File: config.mk
export PLATFORM = sky130hd
export DESIGN_NAME = control_unit
export DESIGN_NICKNAME = d
export VERILOG_FILES = /design/src/rtl/control_unit.sv
export SDC_FILE = /design/constraint.sdc
export NUM_CORES = 1
export LEC_CHECK = 0
export BUFFER_PORTS_ARGS = -buffer_cell sky130_fd_sc_hd__buf_2
export CORE_ASPECT_RATIO = 0.9
export CORE_MARGIN = 3
export CORE_UTILIZATION = 53
export DETAILED_ROUTE_END_ITERATION = 12
export PLACE_DENSITY = 0.85
export SLEW_MARGIN = 40
export SYNTH_ARGS = -nofsm -noshare
export SYNTH_HDL_FRONTEND = slang
export SYNTH_SLANG_ARGS = --single-unit
File: constraint.sdc
create_clock -name clk_i -period 5.7 [get_ports clk_i]
set_input_delay 1.14 -clock clk_i [delete_from_list [all_inputs] [get_ports clk_i]]
set_output_delay 1.14 -clock clk_i [all_outputs]
set_load 0.005 [all_outputs]
File: src/rtl/control_unit.sv
// Multicycle control FSM for the 16-bit processor: fetches from instruction
// memory, decodes, and sequences register file, data memory and ALU.
module control_unit #(
  parameter int BITS = 16
) (
  input  logic            clk_i,
  input  logic            reset_i,
  input  logic [BITS-1:0] ir_data_i,
  input  logic            rp_zero_i,
  output logic [7:0]      pc_addr_o,
  output logic [7:0]      d_addr_o,
  output logic            d_wr_o,
  output logic [3:0]      rf_w_addr_o,
  output logic            rf_wr_o,
  output logic [3:0]      rf_rp_addr_o,
  output logic [3:0]      rf_rq_addr_o,
  output logic [1:0]      rf_wr_sel_o,
  output logic [7:0]      imm_o,
  output logic [2:0]      alu_sel_o,
  output logic            halted_o,
  output logic [3:0]      state_o
);

  typedef enum logic [3:0] {
    S_INIT   = 4'd0,
    S_FETCH  = 4'd1,
    S_DECODE = 4'd2,
    S_LOAD_A = 4'd3,
    S_LOAD_B = 4'd4,
    S_STORE  = 4'd5,
    S_ALU_EX = 4'd6,
    S_LDI    = 4'd7,
    S_JZ     = 4'd8,
    S_HALT   = 4'd9
  } state_e;

  localparam logic [3:0] OP_NOOP  = 4'h0;
  localparam logic [3:0] OP_LOAD  = 4'h1;
  localparam logic [3:0] OP_STORE = 4'h2;
  localparam logic [3:0] OP_ADD   = 4'h3;
  localparam logic [3:0] OP_SUB   = 4'h4;
  localparam logic [3:0] OP_XOR   = 4'h5;
  localparam logic [3:0] OP_OR    = 4'h6;
  localparam logic [3:0] OP_AND   = 4'h7;
  localparam logic [3:0] OP_INC   = 4'h8;
  localparam logic [3:0] OP_MOV   = 4'h9;
  localparam logic [3:0] OP_LDI   = 4'hA;
  localparam logic [3:0] OP_JZ    = 4'hB;
  localparam logic [3:0] OP_HALT  = 4'hF;

  localparam logic [1:0] WSEL_ALU  = 2'd0;
  localparam logic [1:0] WSEL_DMEM = 2'd1;
  localparam logic [1:0] WSEL_IMM  = 2'd2;

  localparam logic [2:0] ALU_ZERO = 3'd0;
  localparam logic [2:0] ALU_ADD  = 3'd1;
  localparam logic [2:0] ALU_SUB  = 3'd2;
  localparam logic [2:0] ALU_PASS = 3'd3;
  localparam logic [2:0] ALU_XOR  = 3'd4;
  localparam logic [2:0] ALU_OR   = 3'd5;
  localparam logic [2:0] ALU_AND  = 3'd6;
  localparam logic [2:0] ALU_INC  = 3'd7;

  state_e          state_q, state_d;
  logic [7:0]      pc_q, pc_d;
  logic [BITS-1:0] ir_q, ir_d;

  logic [3:0] op, ra, rb, rc;
  logic [7:0] addr;

  assign op   = ir_q[15:12];
  assign ra   = ir_q[11:8];
  assign rb   = ir_q[7:4];
  assign rc   = ir_q[3:0];
  assign addr = ir_q[7:0];

  always_ff @(posedge clk_i) begin
    if (reset_i) begin
      state_q <= S_INIT;
      pc_q    <= 8'h00;
      ir_q    <= '0;
    end else begin
      state_q <= state_d;
      pc_q    <= pc_d;
      ir_q    <= ir_d;
    end
  end

  // Next state, PC and IR. A taken JZ overwrites the increment made in FETCH.
  always_comb begin
    state_d = state_q;
    pc_d    = pc_q;
    ir_d    = ir_q;
    case (state_q)
      S_INIT:   state_d = S_FETCH;
      S_FETCH: begin
        ir_d    = ir_data_i;
        pc_d    = pc_q + 8'd1;
        state_d = S_DECODE;
      end
      S_DECODE: begin
        case (op)
          OP_LOAD:  state_d = S_LOAD_A;
          OP_STORE: state_d = S_STORE;
          OP_ADD, OP_SUB, OP_XOR, OP_OR, OP_AND, OP_INC, OP_MOV:
                    state_d = S_ALU_EX;
          OP_LDI:   state_d = S_LDI;
          OP_JZ:    state_d = S_JZ;
          OP_HALT:  state_d = S_HALT;
          default:  state_d = S_FETCH;
        endcase
      end
      S_LOAD_A: state_d = S_LOAD_B;
      S_LOAD_B: state_d = S_FETCH;
      S_STORE:  state_d = S_FETCH;
      S_ALU_EX: state_d = S_FETCH;
      S_LDI:    state_d = S_FETCH;
      S_JZ: begin
        if (rp_zero_i) pc_d = addr;
        state_d = S_FETCH;
      end
      S_HALT:   state_d = S_HALT;
      default:  state_d = S_INIT;
    endcase
  end

  logic       d_wr, rf_wr;
  logic [7:0] d_addr;
  logic [3:0] rf_w_addr, rf_rp_addr, rf_rq_addr;
  logic [1:0] rf_wr_sel;
  logic [2:0] alu_sel;

  // Moore outputs; every field not used by the current state drives zero.
  always_comb begin
    d_wr       = 1'b0;
    rf_wr      = 1'b0;
    d_addr     = 8'h00;
    rf_w_addr  = 4'h0;
    rf_rp_addr = 4'h0;
    rf_rq_addr = 4'h0;
    rf_wr_sel  = WSEL_ALU;
    alu_sel    = ALU_ZERO;
    case (state_q)
      S_LOAD_A: d_addr = addr;
      S_LOAD_B: begin
        d_addr    = addr;
        rf_w_addr = ra;
        rf_wr_sel = WSEL_DMEM;
        rf_wr     = 1'b1;
      end
      S_STORE: begin
        d_addr     = addr;
        rf_rp_addr = ra;
        d_wr       = 1'b1;
      end
      S_ALU_EX: begin
        rf_rp_addr = rb;
        rf_rq_addr = rc;
        rf_w_addr  = ra;
        rf_wr_sel  = WSEL_ALU;
        rf_wr      = 1'b1;
        case (op)
          OP_ADD:  alu_sel = ALU_ADD;
          OP_SUB:  alu_sel = ALU_SUB;
          OP_XOR:  alu_sel = ALU_XOR;
          OP_OR:   alu_sel = ALU_OR;
          OP_AND:  alu_sel = ALU_AND;
          OP_INC:  alu_sel = ALU_INC;
          OP_MOV:  alu_sel = ALU_PASS;
          default: alu_sel = ALU_ZERO;
        endcase
      end
      S_LDI: begin
        rf_w_addr = ra;
        rf_wr_sel = WSEL_IMM;
        rf_wr     = 1'b1;
      end
      S_JZ:    rf_rp_addr = ra;
      default: ;
    endcase
  end

  // Reset kills the strobes immediately so an interrupted instruction never writes.
  assign d_wr_o       = d_wr & ~reset_i;
  assign rf_wr_o      = rf_wr & ~reset_i;
  assign d_addr_o     = d_addr;
  assign rf_w_addr_o  = rf_w_addr;
  assign rf_rp_addr_o = rf_rp_addr;
  assign rf_rq_addr_o = rf_rq_addr;
  assign rf_wr_sel_o  = rf_wr_sel;
  assign alu_sel_o    = alu_sel;
  assign pc_addr_o    = pc_q;
  assign imm_o        = ir_q[7:0];
  assign halted_o     = (state_q == S_HALT);
  assign state_o      = state_q;

endmodule

==> results.cfg <==
[pwr]
clockPowerShare_pct = 38.2
report.power.total_uw = 578
powerDensity_mw_per_mm2 = 259
p_switching_uw = 168
sw_frac_of_total_pct = 29.0
combPwrFrac_pct = 16.1
power_leakage_nw = 1.03
p_seq_share_pct = 45.7
internal-power_uw = 410
power.ir.vdd_worst_mv = 0.234

[synthesis]
post_synth.cell_area_avg_sq_um = 7.63
ys_dominant_reg_cell = sky130_fd_sc_hd__dfxtp_1
synth_enable_flop_cells = 0
post_synth_mux_area_share_pct = 3.34
synth_xor_area_share_pct = 0.953
post_synth_instance_area_sq_mm = 0.00184
synth_top_family_by_area = simple AND/OR/NAND/NOR gates
synth_sequential_area_ratio_pct = 34.9
ys_async_sr_fraction_pct = 0
syn-instance-count = 241
post_synth_fa_ha_maj_area_fraction_pct = 0.681
synth-compound-area-share_pct = 18.0
number_of_flip_flops_and_latches_in_the_synthesized_netlist = 32
yosysWarnings = 0
synth_simple_gate_area_share_pct = 34.9
syn_nets = 261
ys_types = 42

[detailed_routing]
avgViaCountPerCell = 5.54
remaining_routing_drc_violations = 0
detail-route-antenna-nets = 0
final_wirelength_microns = 4790
dr_total_vias = 1860
avgRoutedWirePerCell_microns = 14.3
drt_first_pass_iters = 4
drt_iter0_drc = 152

[grt]
first_global_vias = 1662
global_route.usage.total_pct = 24.4
grt_max_degree = 38
grt_first_pass_wirelength_microns = 7710
initial_antenna_violation_count = 0
globalRouteOverflowTotal = 0

[die]
die_x_microns = 68.1
io_pins = 67
starting_density_of_the_core_pct = 57.7
die_h_microns = 61.9
core_area_sq_mm = 0.00319
floorplan.die_area_sq_mm = 0.00421
placement_rows = 19

[clock_network]
hold_buffers = 0
cts_max_path_buffers = 2
cts-buffers-inserted = 5
clk_latency_ns = 0.30
cts.htree.levels = 2
cts_tree = built
cts_num_sinks = 32
ctsResizeCount = 0
clk_root_buffer_cell = sky130_fd_sc_hd__clkbuf_8
clk_pin_slew_ns = 0.07
cts_setup_buffers = 0

[critical_path]
worstPathCellList = buf_2, inv_1, and3_1, buf_2
critical-path-max-stage-delay_ns = 0.49
worst-setup-path-type = in -> out
critical_path_peak_fanout = 37
crit_required_ns = 4.56
register_to_register_setup_slack_ns = 3.25
critical-path-top-cell-by-count = sky130_fd_sc_hd__buf_2
critical_path_source = reset_i
crit_arrival_ns = 2.14
timing.critical_path.slowest_stage_cell = sky130_fd_sc_hd__buf_2
critical_path_end_type = output pin
worst_setup_path_start_kind = primary input
regToRegStartpoint = state_o[0]
ff2ff_path_depth = 4

[min_path]
whs_path_depth = 1
worstHoldEndpoint = state_o[2]
hp-class = reg -> reg

[timing]
period_needed_ns = 3.28
timing.final.setup_violations = 0
max_slew.worst_pin.slew_ns = 0.621
hold_viol = 0
worst_slew_margin_rel_pct = 58.6
final_max_slew_viol_count = 0
finalClockSkew_ns = 0.00811
upper_clock_frequency_limit_mhz = 305
finalSetupTns_ns = 0
grt_setup_unrepaired = false
timing.final.crit_share_pct = 57.6
worst_hold_slack_ns = 0.428
layout_setup_ws_ns = 2.42

[placed_design]
place_inst = 328
postPlaceCellArea_sq_mm = 0.00212
hpwlAfterDp_microns = 3350
routabilityCongestion = 0.862
preCtsSetupSlack_ns = 2.42
io_buffers = 66

[layout]
final_core_util_pct = 69.9
final-instance-count-excl-fill = 336
antennaDiodeCount = 0
layout_commonest_cell = sky130_fd_sc_hd__buf_2
stdcell_area_sq_mm = 0.00223
area_delta_synth_final_pct = 21.2
final_net_count = 313
mostFrequentLayoutCells = sky130_fd_sc_hd__buf_2 (66), sky130_fd_sc_hd__nand2_1 (40), sky130_fd_sc_hd__dfxtp_1 (32), sky130_fd_sc_hd__a21oi_1 (23)
final_layout_size_suffix_gt1_share_pct = 27.6

[flow_run]
max_cap_viol_count = 0

[outcome]
outcome = completed
[logic make-up after synthesis]
kind of cell | Yosys count
and+or+nand+nor | 121
AOI/OAI and AO/OA | 54
DFF | 32
buffers and inverters | 25
muxes | 6
xor gates and xnor gates | 2
adders and majority gates | 1
[power by group through the flow]
stage	logic [mW]	clock network [mW]	registers (mW)
2_1_floorplan	0.0742	0	0.258
3_3_place_gp	0.0878	0	0.268
3_5_place_dp	0.0915	0	0.268
4_1_cts	0.0924	0.220	0.264
5_1_grt	0.103	0.232	0.267
6_report	0.0931	0.220	0.264
[worst max-delay path by stage]
stage                  endpoint  slack (ns)  cells past startpoint
finish                   d_wr_o        2.42                      4
global route        d_addr_o[6]        2.28                      5
CTS                      d_wr_o        2.42                      4
detailed placement       d_wr_o        2.42                      4
global placement         d_wr_o        2.45                      4
floorplan                d_wr_o        2.65                      4
[worst max-delay path: cells and delay by family]
family | cells | cell delay [ns]
and+or+nand+nor | 1 | 0.20
buffers and inverters | 3 | 0.79
[synth_stat cells (3+ instances only)]
library cell,n,area [sq um]
sky130_fd_sc_hd__dfxtp_1,32,641
sky130_fd_sc_hd__nor2b_1,6,37.5
sky130_fd_sc_hd__a211oi_1,3,22.5
sky130_fd_sc_hd__o21ai_0,10,50.1
sky130_fd_sc_hd__nor3_1,10,50.1
sky130_fd_sc_hd__nand2_1,40,150
sky130_fd_sc_hd__nor2_1,17,63.8
sky130_fd_sc_hd__nor4b_1,3,26.3
sky130_fd_sc_hd__buf_4,8,60.1
sky130_fd_sc_hd__a22o_1,4,35.0
sky130_fd_sc_hd__mux2i_1,5,50.1
sky130_fd_sc_hd__and2_1,17,106
sky130_fd_sc_hd__clkbuf_1,12,45.0
sky130_fd_sc_hd__nand2b_1,6,37.5
sky130_fd_sc_hd__and3_1,8,50.1
sky130_fd_sc_hd__a21oi_1,23,115
[metal layers]
metal,part of all wire (%),global-route usage (%)
met4,1.3,10.5
met3,9.4,5.94
met5,0,0
met2,45,38.0
met1,45,32.5
[area by class of cell]
type                       instances  area [sq um]
inverter                           2          7.51
tap                               42          52.6
fill                             280           958
clock buffer                       5          68.8
multi-input combinational        184          1070
sequential                        32           641
timing repair buffer              68           345
clock inverter                     3          42.5
Note: power is estimated with default switching activity, not from simulation.
